[src/rtl/mpeg_system_stream_demux_if.sv]
// Byte-stream interface between a system-stream source and the demux:
// system bytes in, selected video elementary bytes plus timestamps and events out.
interface mpeg_system_stream_demux_if;
    logic [7:0]  data_in;
    logic        data_in_valid;
    logic [3:0]  video_stream_sel;
    logic [7:0]  video_data;
    logic        video_data_valid;
    logic [32:0] scr;
    logic        event_pack;
    logic [32:0] pts;
    logic        pts_valid;
    logic        event_end_code;
    logic        packet_error;

    modport master (
        output data_in, data_in_valid, video_stream_sel,
        input  video_data, video_data_valid, scr, event_pack,
               pts, pts_valid, event_end_code, packet_error
    );

    modport slave (
        input  data_in, data_in_valid, video_stream_sel,
        output video_data, video_data_valid, scr, event_pack,
               pts, pts_valid, event_end_code, packet_error
    );
endinterface

[src/rtl/mpeg_system_stream_demux.sv]
// MPEG-1 system stream demux: parses pack/system/PES headers byte by byte,
// forwards the selected video PES payload and extracts SCR and PTS.
module mpeg_system_stream_demux #(
    parameter int MAX_STUFFING = 16
) (
    input  logic                          clk,
    input  logic                          reset_n,
    mpeg_system_stream_demux_if.slave     bus
);
    localparam int SW = $clog2(MAX_STUFFING + 2);
    localparam logic [SW-1:0] STUFF_MAX = SW'(MAX_STUFFING);

    typedef enum logic [3:0] {
        S_IDLE, S_Z1, S_Z2, S_ID, S_PACK, S_LEN_HI, S_LEN_LO,
        S_SKIP, S_HDR, S_STD, S_PTS, S_PAYLOAD
    } state_t;

    state_t          r_state, w_state_nxt;
    logic [15:0]     r_rem, w_rem_nxt;
    logic [3:0]      r_cnt, w_cnt_nxt;
    logic [SW-1:0]   r_stuff, w_stuff_nxt;
    logic            r_video, w_video_nxt;
    logic            r_dts, w_dts_nxt;
    logic [32:0]     r_ts, w_ts_nxt;

    logic [7:0]      w_byte;
    logic            w_vld, w_last, w_pts_done;
    logic            w_ev_pack, w_ev_pts, w_ev_end, w_ev_err, w_ev_vid;

    logic [7:0]      r_video_data;
    logic            r_video_valid, r_pack, r_pts_valid, r_end, r_err;
    logic [32:0]     r_scr, r_pts;

    // SCR and PTS share the same 5-byte bit packing with interleaved marker bits.
    function automatic logic [32:0] ts_insert(input logic [32:0] ts,
                                              input logic [3:0]  idx,
                                              input logic [7:0]  b);
        logic [32:0] t;
        t = ts;
        case (idx)
            4'd0:    t[32:30] = b[3:1];
            4'd1:    t[29:22] = b;
            4'd2:    t[21:15] = b[7:1];
            4'd3:    t[14:7]  = b;
            4'd4:    t[6:0]   = b[7:1];
            default: t = ts;
        endcase
        return t;
    endfunction

    assign w_byte     = bus.data_in;
    assign w_vld      = bus.data_in_valid;
    assign w_last     = (r_rem == 16'd1);
    assign w_pts_done = r_dts ? (r_cnt == 4'd9) : (r_cnt == 4'd4);

    always_ff @(posedge clk) begin
        if (!reset_n) begin
            r_state <= S_IDLE;
            r_rem   <= '0;
            r_cnt   <= '0;
            r_stuff <= '0;
            r_video <= 1'b0;
            r_dts   <= 1'b0;
            r_ts    <= '0;
        end else begin
            r_state <= w_state_nxt;
            r_rem   <= w_rem_nxt;
            r_cnt   <= w_cnt_nxt;
            r_stuff <= w_stuff_nxt;
            r_video <= w_video_nxt;
            r_dts   <= w_dts_nxt;
            r_ts    <= w_ts_nxt;
        end
    end

    always_comb begin
        w_state_nxt = r_state;
        w_rem_nxt   = r_rem;
        w_cnt_nxt   = r_cnt;
        w_stuff_nxt = r_stuff;
        w_video_nxt = r_video;
        w_dts_nxt   = r_dts;
        w_ts_nxt    = r_ts;
        if (w_vld) begin
            // Every byte past the length field counts against the packet length.
            if (r_state inside {S_SKIP, S_HDR, S_STD, S_PTS, S_PAYLOAD})
                w_rem_nxt = r_rem - 16'd1;
            case (r_state)
                S_IDLE: if (w_byte == 8'h00) w_state_nxt = S_Z1;
                S_Z1:   w_state_nxt = (w_byte == 8'h00) ? S_Z2 : S_IDLE;
                S_Z2: begin
                    if (w_byte == 8'h01)      w_state_nxt = S_ID;
                    else if (w_byte != 8'h00) w_state_nxt = S_IDLE;
                end
                S_ID: begin
                    w_state_nxt = S_IDLE;
                    if (w_byte == 8'hBA) begin
                        w_state_nxt = S_PACK;
                        w_cnt_nxt   = '0;
                    end else if (w_byte >= 8'hBB) begin
                        w_state_nxt = S_LEN_HI;
                        w_video_nxt = (w_byte == {4'hE, bus.video_stream_sel});
                    end
                end
                S_PACK: begin
                    w_ts_nxt  = ts_insert(r_ts, r_cnt, w_byte);
                    w_cnt_nxt = r_cnt + 4'd1;
                    if (r_cnt == 4'd7) begin
                        w_state_nxt = S_IDLE;
                        w_cnt_nxt   = '0;
                    end
                end
                S_LEN_HI: begin
                    w_rem_nxt   = {w_byte, r_rem[7:0]};
                    w_state_nxt = S_LEN_LO;
                end
                S_LEN_LO: begin
                    w_rem_nxt   = {r_rem[15:8], w_byte};
                    w_stuff_nxt = '0;
                    if ({r_rem[15:8], w_byte} == 16'd0) w_state_nxt = S_IDLE;
                    else w_state_nxt = r_video ? S_HDR : S_SKIP;
                end
                S_HDR: begin
                    if (w_byte == 8'hFF) begin
                        w_stuff_nxt = r_stuff + SW'(1);
                        if (r_stuff >= STUFF_MAX) w_state_nxt = S_SKIP;
                    end else if (w_byte[7:6] == 2'b01) begin
                        w_state_nxt = S_STD;
                    end else if (w_byte[7:5] == 3'b001) begin
                        w_state_nxt = S_PTS;
                        w_cnt_nxt   = 4'd1;
                        w_dts_nxt   = w_byte[4];
                        w_ts_nxt    = ts_insert(r_ts, 4'd0, w_byte);
                    end else if (w_byte == 8'h0F) begin
                        w_state_nxt = S_PAYLOAD;
                    end else begin
                        w_state_nxt = S_SKIP;
                    end
                    if (w_last) w_state_nxt = S_IDLE;
                end
                S_STD:     w_state_nxt = w_last ? S_IDLE : S_HDR;
                S_PTS: begin
                    w_ts_nxt  = ts_insert(r_ts, r_cnt, w_byte);
                    w_cnt_nxt = r_cnt + 4'd1;
                    if (w_pts_done) begin
                        w_state_nxt = S_PAYLOAD;
                        w_cnt_nxt   = '0;
                    end
                    if (w_last) w_state_nxt = S_IDLE;
                end
                S_SKIP, S_PAYLOAD: if (w_last) w_state_nxt = S_IDLE;
                default:   w_state_nxt = S_IDLE;
            endcase
        end
    end

    always_comb begin
        w_ev_pack = 1'b0;
        w_ev_pts  = 1'b0;
        w_ev_end  = 1'b0;
        w_ev_err  = 1'b0;
        w_ev_vid  = 1'b0;
        if (w_vld) begin
            case (r_state)
                S_ID:      w_ev_end  = (w_byte == 8'hB9);
                S_PACK:    w_ev_pack = (r_cnt == 4'd7);
                S_PAYLOAD: w_ev_vid  = 1'b1;
                // Running out of length anywhere except after 0x0F is a truncated header.
                S_HDR: begin
                    if (w_byte == 8'hFF)
                        w_ev_err = w_last || (r_stuff >= STUFF_MAX);
                    else if (w_byte[7:6] == 2'b01 || w_byte[7:5] == 3'b001)
                        w_ev_err = w_last;
                    else
                        w_ev_err = (w_byte != 8'h0F);
                end
                S_STD:     w_ev_err = w_last;
                S_PTS: begin
                    w_ev_pts = w_pts_done;
                    w_ev_err = w_last && !w_pts_done;
                end
                default:   w_ev_err = 1'b0;
            endcase
        end
    end

    always_ff @(posedge clk) begin
        if (!reset_n) begin
            r_video_data  <= '0;
            r_video_valid <= 1'b0;
            r_scr         <= '0;
            r_pack        <= 1'b0;
            r_pts         <= '0;
            r_pts_valid   <= 1'b0;
            r_end         <= 1'b0;
            r_err         <= 1'b0;
        end else begin
            r_video_valid <= w_ev_vid;
            r_pack        <= w_ev_pack;
            r_pts_valid   <= w_ev_pts;
            r_end         <= w_ev_end;
            r_err         <= w_ev_err;
            if (w_ev_vid)  r_video_data <= w_byte;
            if (w_ev_pack) r_scr        <= w_ts_nxt;
            if (w_ev_pts)  r_pts        <= w_ts_nxt;
        end
    end

    assign bus.video_data       = r_video_data;
    assign bus.video_data_valid = r_video_valid;
    assign bus.scr              = r_scr;
    assign bus.event_pack       = r_pack;
    assign bus.pts              = r_pts;
    assign bus.pts_valid        = r_pts_valid;
    assign bus.event_end_code   = r_end;
    assign bus.packet_error     = r_err;
endmodule
[src/flat_wrapper.sv]
// flat-port wrapper written by rule: the top's interface ports become plain ports
module mpeg_system_stream_demux_flat 
#(
    parameter int MAX_STUFFING = 16
)
  (clk, reset_n, bus_data_in, bus_data_in_valid, bus_video_stream_sel, bus_video_data, bus_video_data_valid, bus_scr, bus_event_pack, bus_pts, bus_pts_valid, bus_event_end_code, bus_packet_error);
  mpeg_system_stream_demux_if bus_i ();
  input  logic clk;
  input  logic reset_n;
  input wire logic [$bits(bus_i.data_in)-1:0] bus_data_in;
  input wire logic [$bits(bus_i.data_in_valid)-1:0] bus_data_in_valid;
  input wire logic [$bits(bus_i.video_stream_sel)-1:0] bus_video_stream_sel;
  output wire logic [$bits(bus_i.video_data)-1:0] bus_video_data;
  output wire logic [$bits(bus_i.video_data_valid)-1:0] bus_video_data_valid;
  output wire logic [$bits(bus_i.scr)-1:0] bus_scr;
  output wire logic [$bits(bus_i.event_pack)-1:0] bus_event_pack;
  output wire logic [$bits(bus_i.pts)-1:0] bus_pts;
  output wire logic [$bits(bus_i.pts_valid)-1:0] bus_pts_valid;
  output wire logic [$bits(bus_i.event_end_code)-1:0] bus_event_end_code;
  output wire logic [$bits(bus_i.packet_error)-1:0] bus_packet_error;
  assign bus_i.data_in = bus_data_in;
  assign bus_i.data_in_valid = bus_data_in_valid;
  assign bus_i.video_stream_sel = bus_video_stream_sel;
  assign bus_video_data = bus_i.video_data;
  assign bus_video_data_valid = bus_i.video_data_valid;
  assign bus_scr = bus_i.scr;
  assign bus_event_pack = bus_i.event_pack;
  assign bus_pts = bus_i.pts;
  assign bus_pts_valid = bus_i.pts_valid;
  assign bus_event_end_code = bus_i.event_end_code;
  assign bus_packet_error = bus_i.packet_error;
  mpeg_system_stream_demux #(.MAX_STUFFING(MAX_STUFFING)) u_core (.clk(clk), .reset_n(reset_n), .bus(bus_i));
endmodule
[config.mk]
export PLATFORM = sky130hd
export DESIGN_NAME = mpeg_system_stream_demux_flat
export DESIGN_NICKNAME = d
export VERILOG_FILES = /design/src/rtl/mpeg_system_stream_demux_if.sv /design/src/rtl/mpeg_system_stream_demux.sv /design/src/flat_wrapper.sv
export SDC_FILE = /design/constraint.sdc
export NUM_CORES = 1
export LEC_CHECK = 0
export BUFFER_PORTS_ARGS = -buffer_cell sky130_fd_sc_hd__buf_2
export CAP_MARGIN = 20
export CORE_MARGIN = 5
export CORE_UTILIZATION = 40
export DETAILED_ROUTE_END_ITERATION = 10
export HOLD_SLACK_MARGIN = 0.02
export PLACE_DENSITY_LB_ADDON = 0.15
export SKIP_LAST_GASP = 1
export SLEW_MARGIN = 20
export SYNTH_ARGS = -nofsm -noshare
export SYNTH_HDL_FRONTEND = slang
export SYNTH_SLANG_ARGS = --single-unit
[constraint.sdc]
create_clock -name clk -period 2.5 [get_ports clk]
set_clock_uncertainty 0.15 [all_clocks]
set_input_delay 0.5 -clock clk [delete_from_list [all_inputs] [get_ports clk]]
set_output_delay 0.5 -clock clk [all_outputs]
set_load 0.01 [all_outputs]
==> impl_metrics.py, run 1 <==
metrics = {
    "global_routing": {
        "grt_pass1_vias": 5519,
        "antenna_found_initial": 0,
        "grtUsageMet3_pct": 4.959,
        "use_met2_pct": 30.10,
        "gr-total-overflow": 0,
        "busiest_layer": "met2",
        "gr-usage-all-layers_pct": 19.39,
        "use_met1_pct": 26.27,
        "grt_max_degree": 68,
        "grt_pass1_wl_um": 28410,
    },
    "clock_network": {
        "cts_tree": "built",
        "clk_latency_ns": 0.42,
        "hold_buffers": 0,
        "clk_pin_slew_ns": 0.06,
        "cts_root_buffer": "clkbuf_16",
        "cts-buffers-inserted": 17,
        "clock-sinks": 143,
        "ctsLongestPathBuffers": 2,
        "cts_max_level": 4,
        "cts_resized": 0,
        "post-cts-setup-buffer-count": 0,
    },
    "worst_hold_path": {
        "min_path_type": "primary input to flip-flop",
        "hold_start": "bus_data_in[4]",
        "hold_end": "u_core.bus.video_data[4]$_SDFFE_PN0P_",
        "hold-path-cell-count": 3,
    },
    "timing": {
        "layout_worst_path_cycle_share_pct": 93.49,
        "setup_viol": 0,
        "worstMarginPinSlew_ns": 0.6929,
        "hold_violations": 0,
        "fmax_mhz": 427.8,
        "fin_crit_ns": 2.337,
        "worst_slack_ns": 0.1626,
        "report.final.slew_viol_count": 0,
        "rsz0062_at_grt": "yes",
        "holdWs_ns": 0.2782,
        "slew_headroom_pct": 53.41,
    },
    "yosys": {
        "avgSynthCellArea_um2": 8.864,
        "synth_cells": 720,
        "synthArstFlopShare_pct": 0,
        "synth_edf_count": 0,
        "synth_cell_types": 67,
        "yosysWarnings": 0,
        "synth_top_area_share_pct": 44.85,
        "syn_area_um2": 6382,
        "synth_seq_cells": 143,
        "synth_area_leaders": "dfxtp_1, o21ai_0, mux2i_1",
        "ys.flop_type": "dfxtp_1",
        "synthesis.nets": 743,
        "yosysTopAreaCell": "dfxtp_1",
        "ys_seq_area_share_pct": 44.85,
    },
    "routing": {
        "drt_iter0_markers": 422,
        "wl_um": 17790,
        "vias": 5667,
        "drtPass1Iterations": 5,
        "viasPerCell": 5.418,
        "drcViolationCount": 0,
        "drtAntennaViolNets": 0,
        "post_drt_wl_per_cell_um": 17.01,
    },
    "finish": {
        "layout_commonest_cell": "dfxtp_1",
        "utilization_pct": 49.27,
        "final_area_um2": 7770,
        "stdcell_count": 1046,
        "final_cell_mix": "dfxtp_1, o21ai_0, buf_2",
        "flow.area_growth_from_synthesis_pct": 21.74,
        "drive_gt1_share_pct": 22.05,
        "final_nets": 840,
        "diodes": 0,
    },
    "place": {
        "dp_cells": 1014,
        "dp_hpwl_um": 11970,
        "port_buffers": 93,
        "placed_cell_area_um2": 7198,
        "gp_congestion": 0.8879,
        "place_ws_ns": 0.08191,
    },
    "setup_path": {
        "crit_path_top_delay_cell": "or3b_2",
        "reg2reg_to": "u_core.bus.pts[4]$_SDFFE_PN0P_",
        "crit_chain": "or3b_2, a21oi_1, and4_1, buf_4, mux2i_1, a21oi_1",
        "slowest_delay_ns": 0.49,
        "crit_arrival_ns": 2.48,
        "cpMostUsedCell": "a21oi_1",
        "critical_path_peak_fanout": 7,
        "worst-setup-path-type": "flip-flop to flip-flop",
        "required_ns": 2.64,
        "ff2ff_path_depth": 6,
        "start_kind": "flip-flop",
        "reg2reg_slack_ns": 0.16,
        "crit_path_end_kind": "flip-flop",
        "rr_startpoint": "u_core.r_state[2]$_SDFFE_PN0P_",
    },
    "pwr": {
        "peakVddDrop_v": 0.0004575,
        "power.leakage_nw": 3.326,
        "p_per_area_nw_per_um2": 630.8,
    },
    "floorplan": {
        "coreArea_um2": 15770,
        "io_pins": 94,
        "dieHeight_um": 136.3,
        "die_area_um2": 18580,
        "rows": 46,
        "die_x_um": 136.3,
        "initial_core_util_pct": 40.47,
    },
    "run": {
        "cap_violations": 0,
    },
    "run_status": {
        "status": "completed",
    },
}
## worst max-delay path, delay by kind of cell (launching register included)
family | cells | cell delay [ns]
buffers and inverters | 1 | 0.19
multiplexers | 1 | 0.34
AO/OA/AOI/OAI | 2 | 0.46
AND/OR/NAND/NOR | 2 | 0.74
flip-flops | 1 | 0.32
## stage by stage
step	total power [W]	TNS [ns]
5_1_grt	0.005055	-0.002011
2_1_floorplan	0.002414	0
3_5_place_dp	0.002485	0
6_report	0.004902	0
4_1_cts	0.004963	0
3_3_place_gp	0.002483	0
## cell families (layout without fill, tap and decap cells)
family	after synthesis	in the layout	synth area share (%)
AND/OR/NAND/NOR	213	213	18.96
AO/OA/AOI/OAI	234	234	21.76
adder cells (fa/ha/maj)	8	8	1.568
buffers and inverters	71	181	5.077
flip-flops	143	143	44.85
multiplexers	40	40	6.273
XOR/XNOR	11	11	1.509
## sequential cells by signal, indices dropped and copies added (netlist names), 4 cells and up
signal and cells:
u_core.r_stuff 5, u_core.r_cnt 4, u_core.bus.scr 33, u_core.r_ts 33, u_core.r_rem 16, u_core.bus.pts 33
u_core.bus.video_data 8, u_core.r_state 4
## synth_stat cells, types with 9 or more instances
library cell / instances
nor2b_1: 40
nand2_1: 51
nor3_1: 10
mux2i_1: 40
o21ai_0: 98
a22oi_1: 9
inv_1: 14
clkbuf_1: 43
a21oi_1: 68
dfxtp_1: 143
a21boi_0: 10
nor2_1: 26
nand3_1: 17
## where the power goes
part           internal [W]  switching, W  leakage [nW]
clock network       0.00147      0.000994         0.267
registers           0.00228  0.0000000379          1.15
logic             0.0000525      0.000103          1.91
total               0.00381       0.00110          3.33
## worst max path at each step
stage / slack [ns] / from / to
after CTS: 0.15 / u_core.r_state[2]$_SDFFE_PN0P_ / u_core.bus.pts[4]$_SDFFE_PN0P_
final: 0.16 / u_core.r_state[2]$_SDFFE_PN0P_ / u_core.bus.pts[4]$_SDFFE_PN0P_
after global routing: -0.002 / u_core.r_state[3]$_SDFFE_PN0P_ / u_core.r_cnt[2]$_SDFFE_PN0P_
after global placement: 0.17 / bus_data_in_valid / u_core.bus.pts[19]$_SDFFE_PN0P_
after detailed placement: 0.08 / bus_data_in[5] / u_core.r_cnt[2]$_SDFFE_PN0P_
after floorplan: 0.30 / u_core.r_rem[8]$_SDFFE_PN0P_ / u_core.r_rem[14]$_SDFFE_PN0P_
## layout make-up
| cell class | instances | area [µm²] |
|---|---|---|
| sequential | 143 | 2863 |
| timing repair buffer | 135 | 808.3 |
| clock inverter | 12 | 135.1 |
| multi-input combinational | 506 | 3204 |
| fill | 1512 | 8000 |
| inverter | 14 | 52.55 |
| clock buffer | 20 | 436.7 |
| tap | 216 | 270.3 |
## layer usage
layer / vias up / share of wire (%)
li1: 2795 / -
met1: 2689 / 48
met2: 157 / 45
met3: 26 / 5.1
met4: 0 / 1.8
met5: - / 0
Note: power is estimated with default switching activity, not from simulation.
==> run 2: changes to the inputs <==
--- a/config.mk
+++ b/config.mk
@@ -5,9 +5,10 @@
 export SDC_FILE = /design/constraint.sdc
 export NUM_CORES = 1
 export LEC_CHECK = 0
-export BUFFER_PORTS_ARGS = -buffer_cell sky130_fd_sc_hd__buf_2
+export ABC_AREA = 1
+export BUFFER_PORTS_ARGS = -buffer_cell sky130_fd_sc_hd__buf_4
 export CAP_MARGIN = 20
-export CORE_MARGIN = 5
+export CORE_MARGIN = 8
 export CORE_UTILIZATION = 40
 export DETAILED_ROUTE_END_ITERATION = 10
 export HOLD_SLACK_MARGIN = 0.02
==> run 2 against run 1 <==
Compared with the run above: largest power group unchanged; hold slack got worse by 0.014 ns; highest routed layer unchanged; synthesized area up 5.1%; non-clock buffer count down 28; via count grew 10%; core utilization increased by 0.46 points; clock power grew 3%; wire length increased by 8.3%; first-iteration DRC count down 19%; global-route usage shrank 1.0 points; final cell count is 20% higher; sequential power grew 2%.
==> impl_metrics.py, run 2 <==
metrics = {
    "routing": {
        "wl_um": 19270,
        "vias": 6250,
        "drt_iter0_markers": 341,
        "viasPerCell": 4.960,
        "drtPass1Iterations": 4,
        "drtAntennaViolNets": 0,
        "drcViolationCount": 0,
        "post_drt_wl_per_cell_um": 15.29,
    },
    "run": {
        "cap_violations": 0,
    },
    "setup_path": {
        "ff2ff_path_depth": 11,
        "reg2reg_to": "u_core.bus.scr[2]$_SDFFE_PN0P_",
        "critical_path_peak_fanout": 25,
        "crit_end": "u_core.bus.scr[2]$_SDFFE_PN0P_",
        "rr_startpoint": "u_core.r_state[1]$_SDFFE_PN0P_",
        "crit_arrival_ns": 2.39,
        "reg2reg_slack_ns": 0.27,
        "worst-setup-path-type": "flip-flop to flip-flop",
        "start_kind": "flip-flop",
        "required_ns": 2.67,
        "crit_path_end_kind": "flip-flop",
        "startpoint": "u_core.r_state[1]$_SDFFE_PN0P_",
    },
    "finish": {
        "final_nets": 1050,
        "layout_commonest_cell": "nand2_1",
        "flow.area_growth_from_synthesis_pct": 22.11,
        "drive_gt1_share_pct": 17.21,
        "utilization_pct": 49.73,
        "stdcell_count": 1260,
        "num-fill-cells": 1695,
        "final_cell_mix": "nand2_1, dfxtp_1, a21oi_1",
        "diodes": 0,
    },
    "floorplan": {
        "dieHeight_um": 145.5,
        "coreArea_um2": 16470,
        "io_pins": 94,
        "rows": 47,
        "die_x_um": 145.5,
        "die_area_um2": 21170,
        "initial_core_util_pct": 40.73,
    },
    "timing": {
        "report.final.slew_viol_count": 0,
        "fmax_mhz": 449.2,
        "fin_setup_tns_ns": 0,
        "setup_viol": 0,
        "layout_worst_path_cycle_share_pct": 89.06,
        "hold_violations": 0,
        "worstMarginPinSlew_ns": 0.5897,
        "holdWs_ns": 0.2643,
        "slew_headroom_pct": 60.64,
        "rsz0062_at_grt": "no",
        "fin_crit_ns": 2.226,
    },
    "yosys": {
        "yosysWarnings": 0,
        "ys_seq_area_share_pct": 42.69,
        "avgSynthCellArea_um2": 7.074,
        "syn_area_um2": 6706,
        "synth_cells": 948,
        "synth_top_area_share_pct": 42.69,
        "synth.most_common_cell": "nand2_1",
        "synthesis.nets": 971,
        "synth_edf_count": 0,
        "ys.flop_type": "dfxtp_1",
        "yosysTopAreaCell": "dfxtp_1",
        "synth_common_cells": "nand2_1, dfxtp_1, a21oi_1, nor2_1, inv_1",
        "synth_area_leaders": "dfxtp_1, a21oi_1, nand2_1",
        "synth_seq_cells": 143,
        "synthArstFlopShare_pct": 0,
        "synth_cell_types": 37,
    },
    "global_routing": {
        "antenna_found_initial": 0,
        "grt_pass1_vias": 6070,
        "grt_max_degree": 68,
        "grt_pass1_wl_um": 31840,
        "gr-total-overflow": 0,
        "gr-usage-all-layers_pct": 18.38,
    },
    "clock_network": {
        "cts_max_level": 4,
        "cts-buffers-inserted": 17,
        "clk_latency_ns": 0.42,
        "clock-sinks": 143,
        "cts_tree": "built",
        "cts_resized": 0,
        "ctsLongestPathBuffers": 2,
        "post-cts-setup-buffer-count": 0,
        "hold_buffers": 0,
        "cts_root_buffer": "clkbuf_16",
        "clk_pin_slew_ns": 0.06,
    },
    "place": {
        "dp_hpwl_um": 13930,
        "dp_cells": 1228,
        "port_buffers": 93,
        "gp_congestion": 0.8802,
    },
    "pwr": {
        "power.leakage_nw": 3.711,
        "p_per_area_nw_per_um2": 625.1,
        "peakVddDrop_v": 0.0004857,
    },
    "worst_hold_path": {
        "min_path_type": "primary input to flip-flop",
    },
    "run_status": {
        "status": "completed",
    },
}
-- run 2: cell types whose count changed after synthesis, moves of 40 or more --
cell and change:
a21oi_1 +61, nand2_1 +108, nor2_1 +85, nor2b_1 -40, inv_1 +88, mux2i_1 -40
-- run 2: power by group --
part           switching [W]  internal [W]
Sequential         0.0000147       0.00230
Clock                0.00104       0.00151
Combinational       0.000174     0.0000761
-- run 2: through the flow --
stage / cell area, µm² / power (W) / setup slack [ns]
floorplan: 6706 / 0.002527 / 0.6858
global placement: 7594 / 0.002619 / 0.2768
detailed placement: 7594 / 0.002620 / 0.2906
CTS: 8189 / 0.005167 / 0.2809
global route: 8189 / 0.005313 / 0.03872
finish: 8189 / 0.005119 / 0.2736
-- run 2: cells by family (layout without fill, tap and decap cells) --
family	count (synthesis)	count (layout)	share of synthesized area [%]
fa+ha+maj	8	8	1.493
compound gates	275	275	22.28
simple gates	348	348	22.03
buf+inv	162	254	9.944
xor+xnor	12	12	1.567
flops	143	143	42.69
-- run 2: final cells by class --
cell class                      instances  area, µm²  area share [%]
Clock buffer                           18      439.2           5.363
Multi-Input combinational cell        643       3183           38.87
Sequential cell                       143       2863           34.96
Clock inverter                         14      156.4           1.910
Tap cell                              220      275.3           3.361
Inverter                              115      431.7           5.271
Timing Repair Buffer                  107      840.8           10.27
-- run 2: metal layers --
metal / vias to the layer above / routed length, µm / global-route usage, %
li1: 3261 / - / -
met1: 2858 / 8988 / 22.72
met2: 114 / 9315 / 31.31
met3: 17 / 755 / 4.198
met4: 0 / 211 / 5.310
met5: - / 0 / 0
-- run 2: worst max-delay path, stage by stage (launching register included) --
cell      delay, ns
dfxtp_1        0.42
inv_1          0.09
nor2_2         0.13
nand2_1        0.13
nand2_2        0.23
nand2_4        0.27
o21ai_0        0.29
nand2_1        0.09
inv_1          0.12
nand2_1        0.06
o211ai_1       0.08
inv_1          0.06
-- run 2: worst min-delay path by stage --
stage	start	end	slack [ns]	cells after the start
2_1_floorplan	u_core.r_stuff[1]$_SDFFE_PN0P_	u_core.r_stuff[1]$_SDFFE_PN0P_	0.32	2
3_5_place_dp	u_core.bus.video_data[5]$_SDFFE_PN0P_	u_core.bus.video_data[5]$_SDFFE_PN0P_	0.31	2
5_1_grt	reset_n	u_core.bus.pts[23]$_SDFFE_PN0P_	0.27	3
4_1_cts	bus_video_stream_sel[2]	u_core.r_video$_SDFFE_PN0P_	0.25	4
6_report	bus_video_stream_sel[2]	u_core.r_video$_SDFFE_PN0P_	0.26	4
3_3_place_gp	u_core.bus.video_data[4]$_SDFFE_PN0P_	u_core.bus.video_data[4]$_SDFFE_PN0P_	0.30	2
==> run 3: changes to the inputs <==
--- a/config.mk
+++ b/config.mk
@@ -13,6 +13,7 @@
 export DETAILED_ROUTE_END_ITERATION = 10
 export HOLD_SLACK_MARGIN = 0.02
 export PLACE_DENSITY_LB_ADDON = 0.15
+export REMOVE_ABC_BUFFERS = 1
 export SKIP_LAST_GASP = 1
 export SLEW_MARGIN = 20
 export SYNTH_ARGS = -nofsm -noshare
==> run 3 against run 2 <==
Compared with the run above: clock power decreased by 7%; die area unchanged; via count decreased by 1.0%; setup slack improved by 0.12 ns; critical path type unchanged.
==> impl_metrics.py, run 3 (synthesis gave the netlist of run 2 again) <==
metrics = {
    "place": {
        "dp_hpwl_um": 12530,
        "placed_cell_area_um2": 7561,
        "port_buffers": 93,
        "gp_congestion": 0.8518,
        "place_ws_ns": 0.3508,
    },
    "timing": {
        "setup_viol": 0,
        "hold_violations": 0,
        "layout_worst_path_cycle_share_pct": 84.10,
        "slew_headroom_pct": 69.61,
        "holdWs_ns": 0.2814,
        "fin_crit_ns": 2.103,
        "worstMarginPinSlew_ns": 0.4511,
        "fmax_mhz": 475.6,
        "rsz0062_at_grt": "no",
        "worst_slack_ns": 0.3975,
        "report.final.slew_viol_count": 0,
    },
    "routing": {
        "post_drt_wl_per_cell_um": 14.40,
        "drtPass1Iterations": 6,
        "viasPerCell": 4.934,
        "vias": 6187,
        "drtAntennaViolNets": 0,
        "drcViolationCount": 0,
        "drt_iter0_markers": 336,
        "wl_um": 18050,
    },
    "setup_path": {
        "cpMostUsedCell": "nand2_1",
        "crit_arrival_ns": 2.30,
        "slowest_delay_ns": 0.36,
        "required_ns": 2.69,
        "worst-path-buf-inv": 2,
        "critical_path_peak_fanout": 12,
        "cp_top_family": "simple AND/OR/NAND/NOR gates",
        "worst-setup-path-type": "flip-flop to flip-flop",
        "start_kind": "flip-flop",
        "crit_path_top_delay_cell": "dfxtp_1",
        "ff2ff_path_depth": 12,
        "crit_path_end_kind": "flip-flop",
        "crit_cells": 12,
        "crit_chain": "inv_1, ha_1, nand3_1, inv_2, nand2_1, nand3_1, nand2_1, nand2_1, nand2_1, nor2_2, nand2_1, a21oi_1",
    },
    "global_routing": {
        "gr-usage-all-layers_pct": 17.09,
        "antenna_found_initial": 0,
        "gr-total-overflow": 0,
        "grt_pass1_wl_um": 29680,
        "grt_max_degree": 68,
        "grt_pass1_vias": 5838,
    },
    "floorplan": {
        "rows": 47,
        "die_x_um": 145.5,
        "coreArea_um2": 16470,
        "dieHeight_um": 145.5,
        "io_pins": 94,
        "die_area_um2": 21170,
        "initial_core_util_pct": 40.73,
    },
    "finish": {
        "num-fill-cells": 1651,
        "diodes": 0,
        "drive_gt1_share_pct": 16.44,
        "final_cell_mix": "nand2_1, dfxtp_1, a21oi_1",
        "final_nets": 1044,
        "flow.area_growth_from_synthesis_pct": 20.97,
        "multi_input_area_um2": 3183,
        "final_area_um2": 8113,
        "regArea_um2": 2863,
        "layout_commonest_cell": "nand2_1",
        "utilization_pct": 49.27,
    },
    "clock_network": {
        "clk_pin_slew_ns": 0.06,
        "cts-buffers-inserted": 17,
        "clk_latency_ns": 0.42,
        "cts_max_level": 4,
        "cts_root_buffer": "clkbuf_16",
        "clock-sinks": 143,
        "ctsLongestPathBuffers": 2,
        "cts_tree": "built",
        "post-cts-setup-buffer-count": 0,
        "cts_resized": 0,
        "hold_buffers": 0,
    },
    "pwr": {
        "totalPowerFinal_w": 0.004931,
        "peakVddDrop_v": 0.0005609,
        "power.leakage_nw": 3.667,
        "p_per_area_nw_per_um2": 607.8,
    },
    "worst_hold_path": {
        "min_path_type": "primary input to flip-flop",
        "hold-path-cell-count": 3,
    },
    "run": {
        "cap_violations": 0,
    },
    "run_status": {
        "status": "completed",
    },
}
-- run 3: layout make-up --
cell class                      count  share of cell area (%)
Clock buffer                       23                   5.891
Clock inverter                      9                  0.9099
Inverter                          115                   5.321
Multi-Input combinational cell    643                   39.24
Sequential cell                   143                   35.29
Tap cell                          220                   3.393
Timing Repair Buffer              101                   9.963
-- run 3: path summary, 6_finish.rpt --
| kind | from | to | slack, ns |
|---|---|---|---|
| worst max-delay path | u_core.r_cnt[0]$_SDFFE_PN0P_ | u_core.r_state[3]$_SDFFE_PN0P_ | 0.40 |
| worst min register to register | u_core.bus.video_data[5]$_SDFFE_PN0P_ | u_core.bus.video_data[5]$_SDFFE_PN0P_ | 0.33 |
| worst min-delay path | bus_data_in[7] | u_core.bus.video_data[7]$_SDFFE_PN0P_ | 0.28 |
| worst max register to register | u_core.r_cnt[0]$_SDFFE_PN0P_ | u_core.r_state[3]$_SDFFE_PN0P_ | 0.40 |
-- run 3: power breakdown --
group | total [W] | switching, W | leakage, nW | internal [W]
clock network | 0.00237 | 0.00101 | 0.257 | 0.00136
logic | 0.000238 | 0.000165 | 2.26 | 0.0000732
registers | 0.00232 | 0.0000138 | 1.15 | 0.00230
total | 0.00493 | 0.00119 | 3.67 | 0.00374
-- run 3: metal layers --
metal / GRT usage (%) / part of all wire (%)
met5: 0 / 0
met4: 5.102 / 1.5
met3: 4.882 / 4.7
met2: 27.64 / 46
met1: 21.66 / 48
-- run 3: through the flow --
stage,cells,setup TNS (ns)
floorplan,901,-21.11
global placement,1222,0
detailed placement,1222,0
CTS,1254,0
global route,1254,0
finish,1254,0
-- run 3: worst min-delay path, delay by kind of cell --
| kind | cells | cell delay (ns) |
|---|---|---|
| buf+inv | 1 | 0.15 |
| simple gates | 1 | 0.09 |
| compound gates | 1 | 0.06 |
